===== src/rtl/multi_free_list.sv =====
// Circular free list of physical registers: multi-lane allocate at head,
// multi-lane free at tail, and branch checkpoints that snapshot/restore head.
module multi_free_list #(
  parameter int PREG_WIDTH   = 6,
  parameter int NUM_AREGS    = 32,
  parameter int ALLOC_WIDTH  = 2,
  parameter int COMMIT_WIDTH = 2,
  parameter int NUM_CKPT     = 4,
  localparam int CKPT_WIDTH  = (NUM_CKPT > 1) ? $clog2(NUM_CKPT) : 1
) (
  input  logic                               clk,
  input  logic                               reset_n,
  input  logic [ALLOC_WIDTH-1:0]             alloc_req,
  output logic                               alloc_grant,
  output logic [ALLOC_WIDTH*PREG_WIDTH-1:0]  alloc_preg,
  output logic [PREG_WIDTH:0]                free_count,
  input  logic [COMMIT_WIDTH-1:0]            commit_en,
  input  logic [COMMIT_WIDTH*PREG_WIDTH-1:0] commit_old_preg,
  input  logic                               ckpt_save,
  output logic                               ckpt_ready,
  output logic [CKPT_WIDTH-1:0]              ckpt_id,
  input  logic                               resolve_en,
  input  logic [CKPT_WIDTH-1:0]              resolve_id,
  input  logic                               mispredict_en,
  input  logic [CKPT_WIDTH-1:0]              mispredict_id
);
  localparam int NUM_PREGS = 2 ** PREG_WIDTH;
  localparam int PTR_W     = PREG_WIDTH + 1;

  logic [PREG_WIDTH-1:0] queue [NUM_PREGS];
  logic [PTR_W-1:0]      head, tail, head_adv, head_nxt;
  logic [PTR_W-1:0]      alloc_cnt, commit_cnt, rd_ptr, wr_ptr;
  logic [PREG_WIDTH-1:0] wr_idx [COMMIT_WIDTH];
  logic [COMMIT_WIDTH-1:0] commit_ok;

  logic [NUM_CKPT-1:0] ckpt_valid, valid_nxt;
  logic [PTR_W-1:0]    ckpt_head [NUM_CKPT];
  logic [NUM_CKPT-1:0] ckpt_mask [NUM_CKPT];
  logic [NUM_CKPT-1:0] mask_nxt  [NUM_CKPT];
  logic                save_take, rs_hit, mp_hit;

  assign free_count = tail - head;

  // Requesting lanes read compacted slots; idle lanes peek at head+i.
  always_comb begin
    alloc_cnt  = '0;
    alloc_preg = '0;
    rd_ptr     = '0;
    for (int i = 0; i < ALLOC_WIDTH; i++) begin
      rd_ptr = head + (alloc_req[i] ? alloc_cnt : PTR_W'(i));
      alloc_preg[i*PREG_WIDTH +: PREG_WIDTH] = queue[rd_ptr[PREG_WIDTH-1:0]];
      alloc_cnt = alloc_cnt + PTR_W'(alloc_req[i]);
    end
  end

  assign alloc_grant = (alloc_cnt <= free_count);
  assign head_adv    = alloc_grant ? head + alloc_cnt : head;

  always_comb begin
    commit_cnt = '0;
    commit_ok  = '0;
    wr_ptr     = '0;
    for (int i = 0; i < COMMIT_WIDTH; i++) begin
      wr_ptr       = tail + commit_cnt;
      wr_idx[i]    = wr_ptr[PREG_WIDTH-1:0];
      commit_ok[i] = commit_en[i] && (commit_old_preg[i*PREG_WIDTH +: PREG_WIDTH] != '0);
      commit_cnt   = commit_cnt + PTR_W'(commit_ok[i]);
    end
  end

  always_comb begin
    ckpt_id = '0;
    for (int s = NUM_CKPT - 1; s >= 0; s--)
      if (!ckpt_valid[s]) ckpt_id = CKPT_WIDTH'(s);
  end

  assign ckpt_ready = ~&ckpt_valid;
  assign rs_hit     = resolve_en && ckpt_valid[resolve_id];
  assign mp_hit     = mispredict_en && ckpt_valid[mispredict_id];
  assign save_take  = ckpt_save && ckpt_ready && !mp_hit;
  assign head_nxt   = mp_hit ? ckpt_head[mispredict_id] : head_adv;

  // A mispredict kills the slot and every younger slot that recorded it as live.
  always_comb begin
    valid_nxt = ckpt_valid;
    mask_nxt  = ckpt_mask;
    if (save_take) begin
      valid_nxt[ckpt_id] = 1'b1;
      mask_nxt[ckpt_id]  = ckpt_valid;
    end
    if (rs_hit) begin
      valid_nxt[resolve_id] = 1'b0;
      for (int s = 0; s < NUM_CKPT; s++) mask_nxt[s][resolve_id] = 1'b0;
    end
    if (mp_hit) begin
      for (int s = 0; s < NUM_CKPT; s++)
        if (s == int'(mispredict_id) || ckpt_mask[s][mispredict_id]) valid_nxt[s] = 1'b0;
    end
  end

  always_ff @(posedge clk) begin
    if (!reset_n) begin
      head <= '0;
      tail <= PTR_W'(NUM_PREGS - NUM_AREGS);
      for (int i = 0; i < NUM_PREGS; i++)
        queue[i] <= (i < NUM_PREGS - NUM_AREGS) ? PREG_WIDTH'(i + NUM_AREGS) : '0;
      ckpt_valid <= '0;
      for (int s = 0; s < NUM_CKPT; s++) begin
        ckpt_head[s] <= '0;
        ckpt_mask[s] <= '0;
      end
    end else begin
      head <= head_nxt;
      tail <= tail + commit_cnt;
      for (int i = 0; i < COMMIT_WIDTH; i++)
        if (commit_ok[i]) queue[wr_idx[i]] <= commit_old_preg[i*PREG_WIDTH +: PREG_WIDTH];
      ckpt_valid <= valid_nxt;
      for (int s = 0; s < NUM_CKPT; s++) ckpt_mask[s] <= mask_nxt[s];
      if (save_take) ckpt_head[ckpt_id] <= head_adv;
    end
  end
endmodule

===== config.mk =====
export PLATFORM = sky130hd
export DESIGN_NAME = multi_free_list
export DESIGN_NICKNAME = d
export VERILOG_FILES = /design/src/rtl/multi_free_list.sv
export SDC_FILE = /design/constraint.sdc
export NUM_CORES = 1
export LEC_CHECK = 0
export ABC_AREA = 1
export CAP_MARGIN = 0
export CELL_PAD_IN_SITES_DETAIL_PLACEMENT = 0
export CELL_PAD_IN_SITES_GLOBAL_PLACEMENT = 1
export CORE_MARGIN = 2
export CORE_UTILIZATION = 52
export CTS_CLUSTER_SIZE = 16
export DETAILED_ROUTE_END_ITERATION = 8
export PLACE_DENSITY_LB_ADDON = 0.1
export SYNTH_ARGS = -nofsm -noshare
export SYNTH_HDL_FRONTEND = slang
export SYNTH_SLANG_ARGS = --single-unit

===== constraint.sdc =====
create_clock -name clk -period 4.97 [get_ports clk]
set_clock_uncertainty 0.15 [all_clocks]
set_input_delay 0.7455 -clock clk [delete_from_list [all_inputs] [get_ports clk]]
set_output_delay 0.7455 -clock clk [all_outputs]
set_load 0.1 [all_outputs]

* Yosys cells after proc, flatten, opt, wreduce, memory -nomap -nowiden
Memory sizes are Yosys's and may differ from the RTL's. A register that Yosys moved wholly into a read port is not among the register bits. Cells that the tools add are included.
Word-level totals: flip-flop bits (word level) 34, latch bits 0, memory bits (writable) 412, memory bits (read-only) 0, output and inout port bits 23, logic and storage cells 112, memories kept 2
Cells by class: add/sub/neg operators 7, $mul 0, div/mod/pow operators 0, $lt $le $gt $ge 8, equal/unequal tests 3, shift-type cells 0, muxes and demuxes 55, bitwise logic cells 8, reduce and logical (&&, ||, !) cells 22
Memories:
- queue | words 64, width 6, rd ports 2, clocked after Yosys merged registers in 1, wr ports 64, line 30 | logic [PREG_WIDTH-1:0] queue [NUM_PREGS];
- ckpt_head | words 4, width 7, rd ports 1, clocked after Yosys merged registers in 0, wr ports 4, line 37 | logic [PTR_W-1:0] ckpt_head [NUM_CKPT];
Operator list (number):
- $mux 16 | 2
- $mux 6 | 5
- $mux 1 | 26
- $mux 7 | 3
- $and 4x4->4 | 5
- $bwmux 16 | 1
- $mux 4 | 4
- $add 7x2->7 | 2
- $add 6x1->6 | 2
- $bmux 1 s2 | 6
- $reduce_bool 6->1 | 2
- $reduce_or 6->1 | 2
- $mux 2 | 5
- $logic_and 1x1->1 | 9
- $lt 2x3->1 const B | 3
- $demux 4 s2 | 1
- $le 2x7->1 | 1
- $reduce_or 7->1 | 1
- $sub 7x7->7 | 1
- $add 1x1->2 | 2
- $demux 1 s2 | 2
- $eq 2x2->1 const A | 2
- $ge 2x1->1 const B | 2
- $logic_or 1x1->1 | 4
- other kinds (9) | 10

* Longest topological paths before layout
depth in word-level cells 14, gate-level depth with buffers 17, gate-level depth less buffers 15

* Worst setup path after synthesis
Ideal clock, no wire load.
path kind reg2out, start reg head[2], end out alloc_grant, arrival 3.344 ns, data required time 4.075 ns, setup slack 0.730 ns, stages on the path, launching flop included 10, cells stage by stage dfxtp_1 > buf_2 > clkinv_1 > clkbuf_1 > ha_1 > or2_2 > nand3_1 > nand2_1 > nor2_2 > nand3_2
On the way: word-level cells in the longest chain between the ends 2
Ends and longest elaborated chain:
- start, declared | line 31 | logic [PTR_W-1:0] head, tail, head_adv, head_nxt;
- start signal, assigned | line 113 | head <= head_nxt;
- $sub 7x7->7 | line 42 | assign free_count = tail - head;
- via free_count[3] | line 16 | output logic [PREG_WIDTH:0] free_count,
- $le 2x7->1 | line 56 | assign alloc_grant = (alloc_cnt <= free_count);
- end, declared | line 14 | output logic alloc_grant,
The timed path passes the listed nets, and every way through them passes these cells.

* Worst setup path after layout
start in alloc_req[0], end out alloc_preg[8]
On the way: word-level cells in the longest chain between the ends 3
Ends and longest elaborated chain:
- start, declared | line 13 | input logic [ALLOC_WIDTH-1:0] alloc_req,
- $mux 1 | line 50 | rd_ptr = head + (alloc_req[i] ? alloc_cnt : PTR_W'(i));
- $add 6x1->6 | line 50
- $mem_v2 64x6
- end, declared | line 15 | output logic [ALLOC_WIDTH*PREG_WIDTH-1:0] alloc_preg,
Every way passes these cells.

==> impl_metrics.json <==
{
  "drt-initial-drc-count": 3897,
  "syn-cell-area_mm2": 0.0285,
  "drt-wirelength-per-cell_um": 27.0,
  "syn_inst": 3671,
  "grt_setup_unrepaired": "no",
  "cts_tree": "yes",
  "ys_seq_area_frac": 0.455,
  "drive_gt1_frac": 0.0683,
  "crit_path_end_kind": "output port",
  "post_cts_buffers": 0,
  "crit_start": "alloc_req[0]",
  "core_mm2": 0.0540,
  "cp_cell_sequence": "clkdlybuf4s50_1 -> inv_1 -> ha_1 -> inv_1 -> ha_4 -> buf_12 -> buf_12 -> o21ai_0 -> o211ai_1 -> nand3_1 -> nand3_1 -> nand3_1 -> nand2_1 -> buf_12",
  "cts.htree.levels": 2,
  "die_y_um": 238,
  "slew_violations": 0,
  "grt_first_pass_wirelength_um": 168000,
  "min_path_cells": 2,
  "clock_latency_ps": 610,
  "initial_core_util": 0.528,
  "cp.required_ps": 4070,
  "slowest_delay_ps": 440,
  "setup_tns_ps": 0,
  "fin_crit_ps": 4780,
  "multi_input_area_mm2": 0.0129,
  "min_period_over_period": 0.962,
  "yosys-top-cells-area": "edfxtp_1, o21ai_0, nand3_1",
  "irDropWorstVdd_mv": 0.456,
  "ctsLongestPathBuffers": 3,
  "synth-main-ff-cell": "edfxtp_1",
  "worst-path-max-fanout": 93,
  "synthesis.nets": 3716,
  "finalInstanceArea_mm2": 0.0312,
  "crit_type": "input port to output port",
  "cts_buffers": 49,
  "layout-area-overhead-vs-synth_pct": 9.30,
  "syn_avg_cell_area_um2": 7.77,
  "dp_hpwl_um": 74900,
  "netlist.area_leader.share": 0.434,
  "hold_viol": 0,
  "vias_per_cell": 6.59,
  "p_leak_uw": 0.0110,
  "combinationalPowerShare": 0.449,
  "swShare": 0.438,
  "placed_cells": 4180,
  "setup_violations": 0,
  "ios": 48,
  "drtPass1Iterations": 6,
  "rows": 85,
  "drt_wl_total_um": 115000,
  "clock_sinks": 442,
  "synth-seq-cells": 442,
  "crit_path_top_delay_cell": "clkdlybuf4s50_1",
  "synth.distinct_cells": 39,
  "root_buffer": "clkbuf_16",
  "async_flop_share": 0,
  "status": "complete, no violations",
  "clkPwrFrac": 0.259,
  "instances_no_fill": 4269,
  "fmax_ghz": 0.209,
  "clkTransAtPathRegs_ps": 60,
  "slew_headroom": 0.193,
  "crit_path_start_kind": "input port",
  "post-synth-top-area-cell": "edfxtp_1",
  "fill_cells": 4904,
  "ys_warn_count": 0,
  "io_buffers": 47,
  "powerDensity_mw_per_mm2": 479,
  "gp_congestion": 0.963,
  "grt_pass1_vias": 25500,
  "hp-class": "register to register",
  "tightest_slew_ps": 1210,
  "antenna_found_initial": 4,
  "overflow": 0,
  "finalNetCount": 3580,
  "min-delay-start": "ckpt_mask[5]",
  "maxCapViolations": 0,
  "p_seq_frac": 0.292,
  "grt_max_degree": 106,
  "hold_buffers": 0,
  "drtAntennaViolNets": 0,
  "synth_edf_count": 412,
  "worstPathArrival_ps": 3890,
  "r2r_cells": 14,
  "r2r_start": "head[3]",
  "drcViolationCount": 0,
  "finalHoldWorstSlack_ps": 312,
  "die_w_um": 238,
  "die-area_mm2": 0.0567,
  "vias": 28200,
  "p_int_uw": 8380,
  "postPlaceCellArea_mm2": 0.0295,
  "switchingPower_uw": 6530,
  "cts_resized": 0,
  "track_usage": 0.401,
  "seq_area_mm2": 0.0130
}
-- path summary, 6_finish.rpt --
kind                            slack (ps)         endpoint
worst max register to register        1360  ckpt_head[1][4]
worst max-delay path                   190    alloc_preg[8]
worst min register to register         310     ckpt_mask[5]
worst min-delay path                   310     ckpt_mask[5]
-- per-stage QoR --
| stage | total power (µW) | setup WS, ps | utilization |
|---|---|---|---|
| 2_1_floorplan | 8530 | 730 | - |
| 3_3_place_gp | 10900 | 272 | 0.547 |
| 3_5_place_dp | 10900 | 275 | 0.547 |
| 4_1_cts | 14700 | 260 | 0.577 |
| 5_1_grt | 15400 | 117 | 0.577 |
| 6_report | 14900 | 189 | 0.577 |
-- cell usage in the layout, fill, tap and decap left out, types with 8 or more instances in the layout --
cell type,synthesis,layout
bufinv_16,0,8
a21oi_1,213,213
nor3_1,12,12
clkdlybuf4s50_1,0,21
inv_1,352,347
inv_2,12,13
dfxtp_1,30,28
clkbuf_1,189,9
clkbuf_16,0,49
nand2_2,10,10
ha_1,17,15
xor2_1,10,8
nor2_4,13,13
edfxtp_1,412,412
clkinv_2,0,13
buf_4,2,70
clkinv_1,10,17
o211ai_1,144,144
nor2_1,226,226
nand4_1,35,35
o21ai_1,98,98
nand2_1,393,393
nand3_1,634,634
o21ai_0,674,674
nand3b_1,24,24
buf_12,0,31
-- cell families (layout without fill, tap and decap cells) --
kind of cell	after synthesis	count (layout)	synth area share
buffers and inverters	690	591	0.0951
other	0	1	0
xor gates and xnor gates	13	13	0.00492
adders and majority gates	20	20	0.00957
and+or+nand+nor	1364	1364	0.221
DFF	442	442	0.455
AOI/OAI and AO/OA	1142	1142	0.214
-- power by group through the flow --
| stage | Clock [µW] | Sequential (µW) | Combinational (µW) |
|---|---|---|---|
| 3_3_place_gp | 0 | 4420 | 6440 |
| 4_1_cts | 3850 | 4350 | 6510 |
| 2_1_floorplan | 0 | 4320 | 4210 |
| 5_1_grt | 3990 | 4360 | 7090 |
| 6_report | 3860 | 4350 | 6700 |
| 3_5_place_dp | 0 | 4420 | 6500 |
-- final cells by class --
cell class	instances	area share
well taps	696	0.0279
repair buffers	129	0.0446
flip-flops and latches	442	0.416
inverters	374	0.0452
clock inverters	28	0.0111
multi-input cells	2539	0.413
clock buffers	60	0.0413
diodes	1	0.0000803
-- worst max-delay path: cells and delay by family --
| family | cells | cell delay, ps |
|---|---|---|
| compound gates | 2 | 460 |
| simple gates | 4 | 600 |
| buf+inv | 6 | 1400 |
| fa+ha+maj | 2 | 590 |
-- flip-flops by register name, summed over array words and instances (netlist names) --
register and cells:
queue 384, ckpt_head 28, ckpt_mask 12, head 7
tail 7, ckpt_valid 4
-- synth_stat cells (10+ instances only) --
| library cell | instances |
|---|---|
| a21oi_1 | 213 |
| buf_1 | 33 |
| buf_2 | 92 |
| clkbuf_1 | 189 |
| clkinv_1 | 10 |
| dfxtp_1 | 30 |
| edfxtp_1 | 412 |
| ha_1 | 17 |
| inv_1 | 352 |
| inv_2 | 12 |
| nand2_1 | 393 |
| nand2_2 | 10 |
| nand3_1 | 634 |
| nand3b_1 | 24 |
| nand4_1 | 35 |
| nor2_1 | 226 |
| nor2_4 | 13 |
| nor3_1 | 12 |
| o211ai_1 | 144 |
| o21ai_0 | 674 |
| o21ai_1 | 98 |
| xor2_1 | 10 |
-- per-layer routing --
layer | part of all wire | global-route usage | wire length, µm | up-vias
met2 | 0.43 | 0.594 | 49400 | 2005
li1 | - | - | - | 12600
met3 | 0.14 | 0.113 | 15700 | 362
met4 | 0.059 | 0.208 | 6800 | 4
met5 | 0.00024 | 0 | 28 | -
met1 | 0.38 | 0.537 | 43300 | 13100
No activity file was read; power rests on OpenSTA's default activity.
